===== src/rtl/jac_pkg.sv =====
`default_nettype none
// ============================================================================
//  Module      : jac_pkg
//  Description : Shared widths, opcode constants and fetch state encoding
//                for the Jac1-8 core.
//  Revision    : 1.0 - initial release
// ============================================================================
package jac_pkg;

    localparam int PC_WIDTH          = 8;
    localparam int PROGRAM_DataWidth = 16;
    localparam int NumOpCodeBits     = 5;

    // Opcodes shared with the decoder (upper bits of the instruction word).
    localparam logic [NumOpCodeBits-1:0] OP_NOP   = 5'h00;
    localparam logic [NumOpCodeBits-1:0] OP_LOAD  = 5'h01;
    localparam logic [NumOpCodeBits-1:0] OP_STORE = 5'h02;
    localparam logic [NumOpCodeBits-1:0] OP_ADD   = 5'h03;
    localparam logic [NumOpCodeBits-1:0] OP_SUB   = 5'h04;
    localparam logic [NumOpCodeBits-1:0] OP_GOTO  = 5'h08;
    localparam logic [NumOpCodeBits-1:0] OP_BRREL = 5'h09;
    localparam logic [NumOpCodeBits-1:0] OP_BRZ   = 5'h0A;

    // Fetch unit control states.
    typedef enum logic [1:0] {
        FILL = 2'd0,
        RUN  = 2'd1,
        HOLD = 2'd2
    } fetch_state_t;

endpackage
`default_nettype wire


===== src/rtl/fetch_skid.sv =====
`default_nettype none
// ============================================================================
//  Module      : fetch_skid
//  Description : One-entry instruction+pc skid register. Flush beats load,
//                load beats drain.
//  Revision    : 1.0 - initial release
// ============================================================================
module fetch_skid #(
    parameter int DATA_W = 16,
    parameter int PC_W   = 8
) (
    input  logic              clk,
    input  logic              reset,
    input  logic              load_i,
    input  logic              drain_i,
    input  logic              flush_i,
    input  logic [DATA_W-1:0] data_i,
    input  logic [PC_W-1:0]   pc_i,
    output logic              valid_o,
    output logic [DATA_W-1:0] data_o,
    output logic [PC_W-1:0]   pc_o
);

    logic              valid_q, valid_d;
    logic [DATA_W-1:0] data_q, data_d;
    logic [PC_W-1:0]   pc_q, pc_d;

    // Next-state selection for the single entry.
    always_comb begin
        valid_d = valid_q;
        data_d  = data_q;
        pc_d    = pc_q;
        if (flush_i) begin
            valid_d = 1'b0;
        end else if (load_i) begin
            valid_d = 1'b1;
            data_d  = data_i;
            pc_d    = pc_i;
        end else if (drain_i) begin
            valid_d = 1'b0;
        end
    end

    // Entry storage.
    always_ff @(posedge clk or posedge reset) begin
        if (reset) begin
            valid_q <= 1'b0;
            data_q  <= '0;
            pc_q    <= '0;
        end else begin
            valid_q <= valid_d;
            data_q  <= data_d;
            pc_q    <= pc_d;
        end
    end

    assign valid_o = valid_q;
    assign data_o  = data_q;
    assign pc_o    = pc_q;

endmodule
`default_nettype wire


===== src/rtl/instr_fetch.sv =====
`default_nettype none
// ============================================================================
//  Module      : instr_fetch
//  Description : Jac1-8 instruction fetch: program counter, synchronous
//                program-memory reads, registered instruction output with
//                branch redirect/squash and a one-entry stall skid buffer.
//  Revision    : 1.0 - initial release
// ============================================================================
module instr_fetch #(
    parameter int PC_WIDTH          = jac_pkg::PC_WIDTH,
    parameter int PROGRAM_DataWidth = jac_pkg::PROGRAM_DataWidth
) (
    input  logic                         clk,
    input  logic                         reset,
    output logic [PC_WIDTH-1:0]          mem_addr,
    output logic                         mem_rd_en,
    input  logic [PROGRAM_DataWidth-1:0] mem_data,
    output logic [PROGRAM_DataWidth-1:0] instruction,
    output logic [PC_WIDTH-1:0]          instr_pc,
    output logic                         instr_valid,
    input  logic                         stall,
    input  logic                         cnt_wr_en,
    input  logic                         add_offset,
    input  logic [PC_WIDTH-1:0]          literal_adr
);
    import jac_pkg::*;

    fetch_state_t                 state_q, state_d;
    logic [PC_WIDTH-1:0]          fetch_pc_q, fetch_pc_d;
    logic                         flight_valid_q, flight_valid_d;
    logic [PC_WIDTH-1:0]          flight_pc_q, flight_pc_d;
    logic [PROGRAM_DataWidth-1:0] ir_q, ir_d;
    logic [PC_WIDTH-1:0]          ir_pc_q, ir_pc_d;
    logic                         ir_valid_q, ir_valid_d;

    logic                         skid_valid;
    logic [PROGRAM_DataWidth-1:0] skid_data;
    logic [PC_WIDTH-1:0]          skid_pc;
    logic                         skid_load, skid_drain, skid_flush;

    logic                         req;
    logic                         branch_taken;
    logic [PC_WIDTH-1:0]          branch_target;

    // A request is suppressed while held, stalled, or while the skid still
    // owns an undelivered instruction; this is what bounds the skid to one.
    assign req          = !reset && (state_q != HOLD) && !stall && !skid_valid;
    assign branch_taken = cnt_wr_en && ir_valid_q && !stall;
    assign branch_target = add_offset ? (ir_pc_q + literal_adr) : literal_adr;

    fetch_skid #(
        .DATA_W (PROGRAM_DataWidth),
        .PC_W   (PC_WIDTH)
    ) u_skid (
        .clk     (clk),
        .reset   (reset),
        .load_i  (skid_load),
        .drain_i (skid_drain),
        .flush_i (skid_flush),
        .data_i  (mem_data),
        .pc_i    (flight_pc_q),
        .valid_o (skid_valid),
        .data_o  (skid_data),
        .pc_o    (skid_pc)
    );

    // Next-state: request issue, data steering, branch redirect, FSM.
    always_comb begin
        fetch_pc_d     = fetch_pc_q;
        flight_valid_d = 1'b0;
        flight_pc_d    = flight_pc_q;
        ir_d           = ir_q;
        ir_pc_d        = ir_pc_q;
        ir_valid_d     = ir_valid_q;
        skid_load      = 1'b0;
        skid_drain     = 1'b0;
        skid_flush     = 1'b0;
        state_d        = state_q;

        if (req) begin
            flight_valid_d = 1'b1;
            flight_pc_d    = fetch_pc_q;
            fetch_pc_d     = fetch_pc_q + PC_WIDTH'(1);
        end

        // IR advances whenever downstream accepts; skid content is older
        // than anything in flight so it is delivered first.
        if (!stall) begin
            if (skid_valid) begin
                ir_d       = skid_data;
                ir_pc_d    = skid_pc;
                ir_valid_d = 1'b1;
                skid_drain = 1'b1;
                skid_load  = flight_valid_q;
            end else if (flight_valid_q) begin
                ir_d       = mem_data;
                ir_pc_d    = flight_pc_q;
                ir_valid_d = 1'b1;
            end else begin
                ir_valid_d = 1'b0;
            end
        end else if (flight_valid_q) begin
            skid_load = 1'b1;
        end

        // Redirect squashes everything younger than the branch; the IR word
        // itself is left in place and qualified off by ir_valid.
        if (branch_taken) begin
            fetch_pc_d     = branch_target;
            flight_valid_d = 1'b0;
            skid_flush     = 1'b1;
            skid_load      = 1'b0;
            skid_drain     = 1'b0;
            ir_d           = ir_q;
            ir_pc_d        = ir_pc_q;
            ir_valid_d     = 1'b0;
        end

        case (state_q)
            FILL:    if (ir_valid_d) state_d = RUN;
            RUN:     if (stall && ir_valid_q) state_d = HOLD;
            HOLD:    if (!stall) state_d = RUN;
            default: state_d = FILL;
        endcase
        if (branch_taken) begin
            state_d = FILL;
        end
    end

    // Fetch pipeline registers.
    always_ff @(posedge clk or posedge reset) begin
        if (reset) begin
            state_q        <= FILL;
            fetch_pc_q     <= '0;
            flight_valid_q <= 1'b0;
            flight_pc_q    <= '0;
            ir_q           <= '0;
            ir_pc_q        <= '0;
            ir_valid_q     <= 1'b0;
        end else begin
            state_q        <= state_d;
            fetch_pc_q     <= fetch_pc_d;
            flight_valid_q <= flight_valid_d;
            flight_pc_q    <= flight_pc_d;
            ir_q           <= ir_d;
            ir_pc_q        <= ir_pc_d;
            ir_valid_q     <= ir_valid_d;
        end
    end

    assign mem_addr    = fetch_pc_q;
    assign mem_rd_en   = req;
    assign instruction = ir_q;
    assign instr_pc    = ir_pc_q;
    assign instr_valid = ir_valid_q;

endmodule
`default_nettype wire

===== config.mk =====
export PLATFORM = sky130hd
export DESIGN_NAME = instr_fetch
export DESIGN_NICKNAME = d
export VERILOG_FILES = /design/src/rtl/jac_pkg.sv /design/src/rtl/fetch_skid.sv /design/src/rtl/instr_fetch.sv
export SDC_FILE = /design/constraint.sdc
export NUM_CORES = 1
export LEC_CHECK = 0
export ABC_AREA = 1
export BUFFER_PORTS_ARGS = -buffer_cell sky130_fd_sc_hd__buf_2
export CAP_MARGIN = 20
export CORE_MARGIN = 1.5
export CORE_UTILIZATION = 56
export CTS_CLUSTER_SIZE = 25
export DETAILED_ROUTE_END_ITERATION = 8
export GPL_TIMING_DRIVEN = 0
export HOLD_SLACK_MARGIN = 0.05
export PLACE_DENSITY_LB_ADDON = 0.1
export SKIP_CTS_REPAIR_TIMING = 1
export SYNTH_ARGS = -nofsm -noshare
export SYNTH_HDL_FRONTEND = slang
export SYNTH_HIERARCHICAL = 1
export SYNTH_SLANG_ARGS = --single-unit

===== constraint.sdc =====
create_clock -name clk -period 2.3 [get_ports clk]
set_clock_uncertainty 0.1 [all_clocks]
set_input_delay 0.345 -clock clk [delete_from_list [all_inputs] [get_ports clk]]
set_output_delay 0.345 -clock clk [all_outputs]
set_load 0.05 [all_outputs]

==> impl_metrics.yaml, run 1 <==
drt:
  vias: 3221
  ant_nets: 0
  drcViolationCount: 0
  vias_per_cell: 5.39
  wl_per_cell_um: 14.2
  first_pass_iters: 4
  drt_iter0_drc: 176
  routed_wl_um: 8470
power_and_ir_drop:
  p_int_w: 0.00336
  max-vdd-ir-drop_uv: 921
  power_w: 0.00658
  p_clk_share_pct: 15.7
  p_sw_share_pct: 48.9
  combPwrFrac_pct: 50.3
  switching_power_w: 0.00321
  seqPwrFrac_pct: 34.0
  leakage_nw: 2.19
  power_density_nw_per_um2: 1550
final_layout:
  nets: 556
  postLayoutCoreUtil_pct: 70.1
  n_fill_cell: 504
  areaGrowthSynthToFinish_pct: 18.7
  layout_common_cells: "nand2_1 (143), dfrtp_1 (69), buf_2 (63)"
  drive_above_1_share_pct: 23.1
  antenna_cells: 0
  layout_commonest_cell: "nand2_1"
global_route:
  grt_use_total_pct: 26.2
  grt_pass1_wl_um: 14700
  grt_max_degree: 46
  antenna_found_initial: 0
  grt-ovfl-total: 0
  grt_pass1_vias: 3218
worst_setup_path:
  crit_required_ns: 1.86
  r2r.worst_path.cells: 12
  critical-path-max-stage-delay_ns: 0.39
  critPathKind: "flip-flop to output port"
  endpoint_kind: "output port"
  path_delay_family: "buffers and inverters"
  slowest_stage: "dfrtp_1"
  r2r_start: "instr_pc[0]"
  ff2ff_setup_slack_ns: 0.39
  cp_cell_sequence: "buf_6 > nor2_2 > nand3_4 > inv_2 > buf_2"
  cp.arrival_ns: 1.62
  r2r_end: "mem_addr[6]"
  cp-start-kind: "flip-flop"
  path_buf_inv: 3
  worst-path-max-fanout: 8
sta:
  finalWorstSetupSlack_ns: 0.239
  setup_violations: 0
  period_minus_slack_ns: 2.06
  rsz0062_at_grt: "no"
  relSlewSlack_pct: 33.8
  final-hold-violation-count: 0
  slew_violations: 0
  post-route-period-util_pct: 89.6
  tightest_slew_ns: 0.993
  hold-worst-slack_ns: 0.0561
  fmax_mhz: 485
yosys:
  synth-seq-cells: 69
  synth_area_leaders: "dfrtp_1 (48%), nand2_1 (15%), nand3_1 (5.7%)"
  synth.distinct_cells: 35
  syn-instance-count: 442
  netlist_area_um2: 3580
  syn_area_per_cell_um2: 8.10
  synth.largest_area_cell: "dfrtp_1"
  synth_top_cell_area_share_pct: 48.2
  seq_area_frac_synth_pct: 48.2
  ys_warn_count: 6
  syn-num-nets: 480
clocking:
  cts_buffers: 9
  htree_levels: 3
  cts-root-buf: "clkbuf_8"
  clk_pin_slew_worst_paths_ns: 0.07
  clockBufferDepth: 2
  cts_tree: "yes"
  clock_sinks: 69
  clock_latency_ns: 0.33
placement:
  dp_hpwl_um: 6000
  dp_slack_ns: -0.328
  port_buffers: 62
  routabilityCongestion: 0.950
floorplanning:
  initial_core_util_pct: 59.1
  die_h_um: 83.0
  die-area_um2: 6880
  coreArea_um2: 6060
  die_w_um: 83.0
  rows: 28
  io_pins: 63
flow_run:
  drv_cap: 0
min_path:
  min_path_type: "primary input to async pin"
run_status:
  outcome: "finished clean"
-- per-stage QoR --
stage / setup TNS [ns] / std cells / instance area (um^2)
after floorplan: 0 / 442 / 3580
after global placement: -2.04 / 579 / 3990
after detailed placement: -2.52 / 579 / 3990
after CTS: -0.346 / 595 / 4200
after global routing: 0 / 598 / 4250
final: 0 / 598 / 4250
-- registers in the layout, summed over array words and instances (netlist names) --
register and count:
state_q 2, mem_addr 8, instruction 16, instr_pc 8, u_skid/valid_o 1, flight_valid_q 1
u_skid/pc_o 8, instr_valid 1, flight_pc_q 8, u_skid/data_o 16
-- metal layers --
metal / global-route usage, % / up-vias / share of wire, %
met3: 3.78 / 14 / 5.9
met2: 42.4 / 108 / 48
met1: 34.9 / 1508 / 45
met5: 0 / - / 0
met4: 12.3 / 0 / 1.6
li1: - / 1591 / -
-- logic make-up after synthesis --
family	after synthesis	synth area share (%)
simple gates	254	30.4
flops	69	48.2
compound gates	54	9.05
buf+inv	53	8.25
fa+ha+maj	9	3.36
xor+xnor	3	0.734
-- power groups by stage --
stage	logic, W	clock network (W)	registers (W)
finish	0.00331	0.00103	0.00223
global route	0.00363	0.00109	0.00231
CTS	0.00331	0.00104	0.00222
detailed placement	0.00329	0	0.00224
global placement	0.00321	0	0.00221
floorplan	0.00157	0	0.00315
-- cell usage after synthesis (all sizes together) --
library cell and number:
a211oi 1, a21oi 12, a31o 1, a31oi 23, buf 15, clkbuf 5
dfrtp 69, fa 1, ha 8, inv 33, nand2 153, nand3 42
nand4 1, nor2 51, nor3 6, o211ai 4, o21a 1, o21ai 11
o31ai 1, or2 1, xnor2 1, xor2 2
-- worst register-to-register path: stages (launching register included) --
cell and delay [ns]:
dfrtp_1 0.41, ha_1 0.23, inv_1 0.07, fa_1 0.36, inv_1 0.08, nand2_1 0.07, nand2_1 0.09, nand3_1 0.10
nand2_1 0.07, nand2_1 0.04, nand3_1 0.06, nand2_1 0.06, a21oi_1 0.11
-- worst max path at each step --
| stage | depth (start not counted) | endpoint | from | slack (ns) |
|---|---|---|---|---|
| after floorplan | 8 | mem_addr[4] | reset | 0.25 |
| after global placement | 5 | mem_rd_en | reset | -0.31 |
| after detailed placement | 5 | mem_rd_en | reset | -0.33 |
| after CTS | 5 | mem_rd_en | reset | -0.35 |
| after global routing | 5 | mem_rd_en | u_skid/valid_o | 0.15 |
| final | 5 | mem_rd_en | u_skid/valid_o | 0.24 |
-- final cells by class --
cell class                 instances  area, um^2  share of cell area [%]
clock inverter                     4        45.0                    1.06
sequential                        69        1730                    40.6
clock buffer                      12         165                    3.89
multi-input combinational        320        1560                    36.7
inverter                          33         135                    3.18
timing repair buffer              65         360                    8.48
buffer                            20         164                    3.86
tap                               75        93.8                    2.21
Note: power is estimated with default switching activity, not from simulation.
==> run 2, diff against run 1 <==
- ABC_AREA: 1 -> 0
- CORE_UTILIZATION: 56 -> 46
- REMOVE_ABC_BUFFERS: unset -> 1
==> impl_metrics.yaml, run 2 <==
placement:
  dp_hpwl_um: 4850
  port_buffers: 62
  routabilityCongestion: 0.816
final_layout:
  drive_above_1_share_pct: 29.5
  n_fill_cell: 663
  layout_commonest_cell: "dfrtp_1"
  nets: 433
  layout_common_cells: "dfrtp_1 (68), buf_2 (61), nand2_1 (37)"
  areaGrowthSynthToFinish_pct: 19.9
  antenna_cells: 0
clocking:
  clockBufferDepth: 2
  clk_pin_slew_worst_paths_ns: 0.07
  clock_latency_ns: 0.34
  cts_buffers: 9
  htree_levels: 3
  clock_sinks: 69
  cts_tree: "yes"
  cts-root-buf: "clkbuf_8"
sta:
  period_minus_slack_ns: 2.20
  final-hold-violation-count: 0
  setup_tns_ns: 0
  tightest_slew_ns: 0.926
  hold-worst-slack_ns: 0.150
  fmax_mhz: 454
  setup_violations: 0
  slew_violations: 0
  post-route-period-util_pct: 95.7
  relSlewSlack_pct: 38.3
worst_setup_path:
  critical-path-max-stage-delay_ns: 0.54
  critPathCapture: "mem_rd_en"
  worst-path-max-fanout: 16
  cp-startpoint: "u_skid/valid_o"
  cp-start-kind: "flip-flop"
  r2r_end: "mem_addr[7]"
  endpoint_kind: "output port"
  ff2ff_setup_slack_ns: 0.12
  r2r.worst_path.cells: 6
  path_buf_inv: 2
  critPathKind: "flip-flop to output port"
  r2r_start: "instr_pc[1]"
  cp.arrival_ns: 1.76
  cp_cell_sequence: "nor3_4 > nand2_4 > inv_4 > clkbuf_4"
  slowest_stage: "dfrtp_4"
  path_delay_family: "flip-flops"
  crit_required_ns: 1.86
  crit_cells: 4
global_route:
  grt_pass1_vias: 2540
  antenna_found_initial: 0
  grt-ovfl-total: 0
  grt_max_degree: 50
  grt_use_total_pct: 19.1
  grt_pass1_wl_um: 12300
yosys:
  synth-async-reset-ratio_pct: 100
  post-synth-top-count-cell: "dfrtp_1"
  syn-instance-count: 328
  synth_top_cell_area_share_pct: 48.9
  seq_area_frac_synth_pct: 48.9
  ys.flop_type: "dfrtp_1"
  syn_area_per_cell_um2: 10.8
  synth.distinct_cells: 53
  synth_area_leaders: "dfrtp_1 (49%), mux2_4 (8.5%), mux2i_1 (7.1%)"
  ys_warn_count: 6
  synth-seq-cells: 69
  yosys-top-cells-count: "dfrtp_1 (69), nand2_1 (38), nor2_1 (33)"
  synth_edf_count: 0
  synth.largest_area_cell: "dfrtp_1"
  netlist_area_um2: 3530
floorplanning:
  coreArea_um2: 7330
  die-area_um2: 8210
  rows: 31
  die_w_um: 90.6
  die_h_um: 90.6
  initial_core_util_pct: 48.1
  io_pins: 63
power_and_ir_drop:
  p_sw_share_pct: 45.5
  p_clk_share_pct: 14.7
  p_int_w: 0.00356
  seqPwrFrac_pct: 34.9
  leakage_nw: 1.94
  power_w: 0.00652
  switching_power_w: 0.00297
  max-vdd-ir-drop_uv: 668
  power_density_nw_per_um2: 1540
  combPwrFrac_pct: 50.4
drt:
  first_pass_iters: 4
  drcViolationCount: 0
  wl_per_cell_um: 15.3
  vias: 2627
  drt_iter0_drc: 63
  ant_nets: 0
  vias_per_cell: 5.26
  routed_wl_um: 7650
run_status:
  outcome: "finished clean"
min_path:
  worstHoldStart: "mem_data[2]"
  min_path_type: "primary input to flip-flop"
flow_run:
  drv_cap: 0
==> run 2: cell types whose count changed after synthesis, moves of 18 or more <==
cell	before	now
nand2_1	143	38
nand3_1	41	3
mux2i_1	0	25
a21oi_1	11	32
a31oi_1	23	2
mux2_4	0	20
inv_1	26	8
==> run 2: kinds of logic (layout without fill, tap and decap cells) <==
family,Yosys count,in the layout,synth area share [%]
simple gates,105,106,14.1
flops,69,69,48.9
compound gates,65,65,11.0
mux,49,49,16.9
buf+inv,26,97,4.47
fa+ha+maj,9,9,3.40
xor+xnor,5,5,1.24
==> run 2: power groups by stage <==
stage / registers [W] / logic [W] / clock network [W]
2_1_floorplan: 0.00326 / 0.00144 / 0
3_3_place_gp: 0.00236 / 0.00302 / 0
3_5_place_dp: 0.00238 / 0.00305 / 0
4_1_cts: 0.00236 / 0.00307 / 0.000989
5_1_grt: 0.00237 / 0.00354 / 0.00105
6_report: 0.00227 / 0.00329 / 0.000962
==> run 2: final cells by class <==
cell class	count	area, um^2	area share, %
clock buffer	15	156	3.69
clock inverter	1	30.0	0.709
inverter	9	40.0	0.946
multi-input combinational	234	1680	39.8
sequential	69	1730	40.9
tap	99	124	2.93
timing repair buffer	72	468	11.1
==> run 2: worst min-delay path by stage <==
stage / end / slack, ns / depth (start not counted)
after floorplan: u_skid/data_o[0] / 0.27 / 1
after global placement: flight_pc_q[1] / 0.38 / 2
after detailed placement: state_q[1] / 0.34 / 2
after CTS: state_q[1] / -0.03 / 2
after global routing: u_skid/data_o[2] / 0.13 / 2
final: u_skid/data_o[2] / 0.15 / 2
==> run 2: per-stage QoR <==
stage / cells / worst slack, ns / instance area, um^2 / util [%]
floorplan: 311 / -0.393 / 3410 / -
global placement: 472 / -1.03 / 3840 / 52.4
detailed placement: 473 / -0.715 / 3860 / 52.7
CTS: 489 / -0.699 / 4050 / 55.2
global route: 499 / -0.00876 / 4230 / 57.7
finish: 499 / 0.0994 / 4230 / 57.7
==> run 2: routing by layer <==
layer / wire, um / track usage [%] / vias to the layer above
met3: 264 / 5.81 / 5
met4: 70 / 4.37 / 0
met5: 0 / 0 / -
li1: - / - / 1281
met2: 3730 / 30.9 / 44
met1: 3580 / 25.0 / 1297
==> run 3, diff against run 2 <==
- PLACE_DENSITY: unset -> 0.68
- PLACE_DENSITY_LB_ADDON: 0.1 -> unset
- clock period: 2.3 -> 2.2 ns (I/O delays scaled with it)
==> impl_metrics.yaml, run 3 (synthesis gave the netlist of run 2 again) <==
run_status:
  outcome: "finished clean"
sta:
  relSlewSlack_pct: 63.8
  tightest_slew_ns: 0.543
  period_minus_slack_ns: 2.12
  fmax_mhz: 471
  setup_violations: 0
  final-hold-violation-count: 0
  slew_violations: 0
  setup_tns_ns: 0
  post-route-period-util_pct: 96.5
final_layout:
  areaGrowthSynthToFinish_pct: 22.3
  layout_common_cells: "dfrtp_1 (68), buf_2 (61), nand2_1 (37)"
  nets: 443
  layout_commonest_cell: "dfrtp_1"
  drive_above_1_share_pct: 32.8
  antenna_cells: 0
  postLayoutCoreUtil_pct: 58.9
  fin_area_um2: 4320
  final_cells: 508
worst_setup_path:
  endpoint_kind: "flip-flop"
  slowest_stage: "or4_4"
  path_delay_family: "simple AND/OR/NAND/NOR gates"
  cp-start-kind: "flip-flop"
  cp.arrival_ns: 2.28
  critical-path-max-stage-delay_ns: 0.49
  path_buf_inv: 0
  critPathKind: "flip-flop to flip-flop"
  cp_cell_sequence: "ha_1 > a211oi_4 > nor3_1 > or4_4 > and2_0 > o211ai_1"
  worst-path-max-fanout: 5
  crit_required_ns: 2.35
drt:
  vias_per_cell: 5.31
  vias: 2698
  drt_iter0_drc: 92
  wl_per_cell_um: 15.5
  first_pass_iters: 4
  drcViolationCount: 0
  routed_wl_um: 7890
  ant_nets: 0
power_and_ir_drop:
  combPwrFrac_pct: 52.1
  max-vdd-ir-drop_uv: 720
  p_int_w: 0.00366
  p_sw_share_pct: 46.1
  switching_power_w: 0.00313
  power_w: 0.00680
  seqPwrFrac_pct: 35.2
  p_clk_share_pct: 12.7
  leakage_nw: 1.98
  power_density_nw_per_um2: 1570
floorplanning:
  die_w_um: 90.6
  initial_core_util_pct: 48.1
  die_h_um: 90.6
  io_pins: 63
  coreArea_um2: 7330
  rows: 31
  die-area_um2: 8210
placement:
  routabilityCongestion: 0.767
  dp_hpwl_um: 4930
  dpl_cell_area_um2: 3860
  dp.cells: 473
  port_buffers: 62
min_path:
  min_path_type: "primary input to flip-flop"
global_route:
  grt_use_total_pct: 19.3
  antenna_found_initial: 0
  grt_pass1_vias: 2595
  grt_pass1_wl_um: 12600
  grt_max_degree: 50
  grt-ovfl-total: 0
clocking:
  clock_sinks: 69
  clock_latency_ns: 0.33
  htree_levels: 3
  cts-root-buf: "clkbuf_8"
  cts_tree: "yes"
  cts_buffers: 9
  clk_pin_slew_worst_paths_ns: 0.07
  clockBufferDepth: 2
flow_run:
  drv_cap: 0
run 3: cell count changes in the layout (fill, tap and decap cells not counted), sizes merged:
| cell | before | now |
|---|---|---|
| buf | 70 | 81 |
| clkinv | 0 | 2 |
| bufinv | 1 | 0 |
| clkbuf | 16 | 13 |
run 3: metrics by stage:
stage / hold slack (ns) / setup slack (ns)
6_report: 0.138 / 0.0761
5_1_grt: 0.125 / -0.0148
4_1_cts: -0.169 / -0.746
3_5_place_dp: 0.198 / -0.738
3_3_place_gp: 0.380 / -1.11
2_1_floorplan: 0.257 / -0.493
run 3: power groups by stage:
stage,clock network (W),logic (W),registers (W)
2_1_floorplan,0,0.00150,0.00340
6_report,0.000863,0.00354,0.00239
3_3_place_gp,0,0.00315,0.00247
3_5_place_dp,0,0.00319,0.00250
4_1_cts,0.000889,0.00320,0.00248
5_1_grt,0.000952,0.00383,0.00249
run 3: area by class of cell:
| type | instances | area, um^2 |
|---|---|---|
| Fill cell | 643 | 3020 |
| Sequential cell | 69 | 1730 |
| Multi-Input combinational cell | 234 | 1720 |
| Timing Repair Buffer | 82 | 543 |
| Clock buffer | 13 | 149 |
| Tap cell | 99 | 124 |
| Inverter | 9 | 40.0 |
| Clock inverter | 2 | 10.0 |
run 3: worst paths after layout:
kind / slack (ns) / startpoint / cells after the start / to
worst max register to register: 0.08 / instr_pc[2] / 6 / mem_addr[7]
worst max-delay path: 0.08 / instr_pc[2] / 6 / mem_addr[7]
worst min register to register: 0.40 / flight_pc_q[7] / 2 / flight_pc_q[7]
max in group asynchronous: 1.07 / reset / 4 / flight_pc_q[7]
min in group asynchronous: 0.45 / reset / 3 / instr_valid
worst min-delay path: 0.14 / mem_data[13] / 2 / u_skid/data_o[13]
run 3: routing by layer:
| layer | up-vias | part of all wire [%] | track usage (%) |
|---|---|---|---|
| li1 | 1298 | - | - |
| met3 | 2 | 3.8 | 5.05 |
| met1 | 1351 | 45 | 25.5 |
| met5 | - | 0 | 0 |
| met2 | 47 | 50 | 31.5 |
| met4 | 0 | 0.46 | 4.76 |
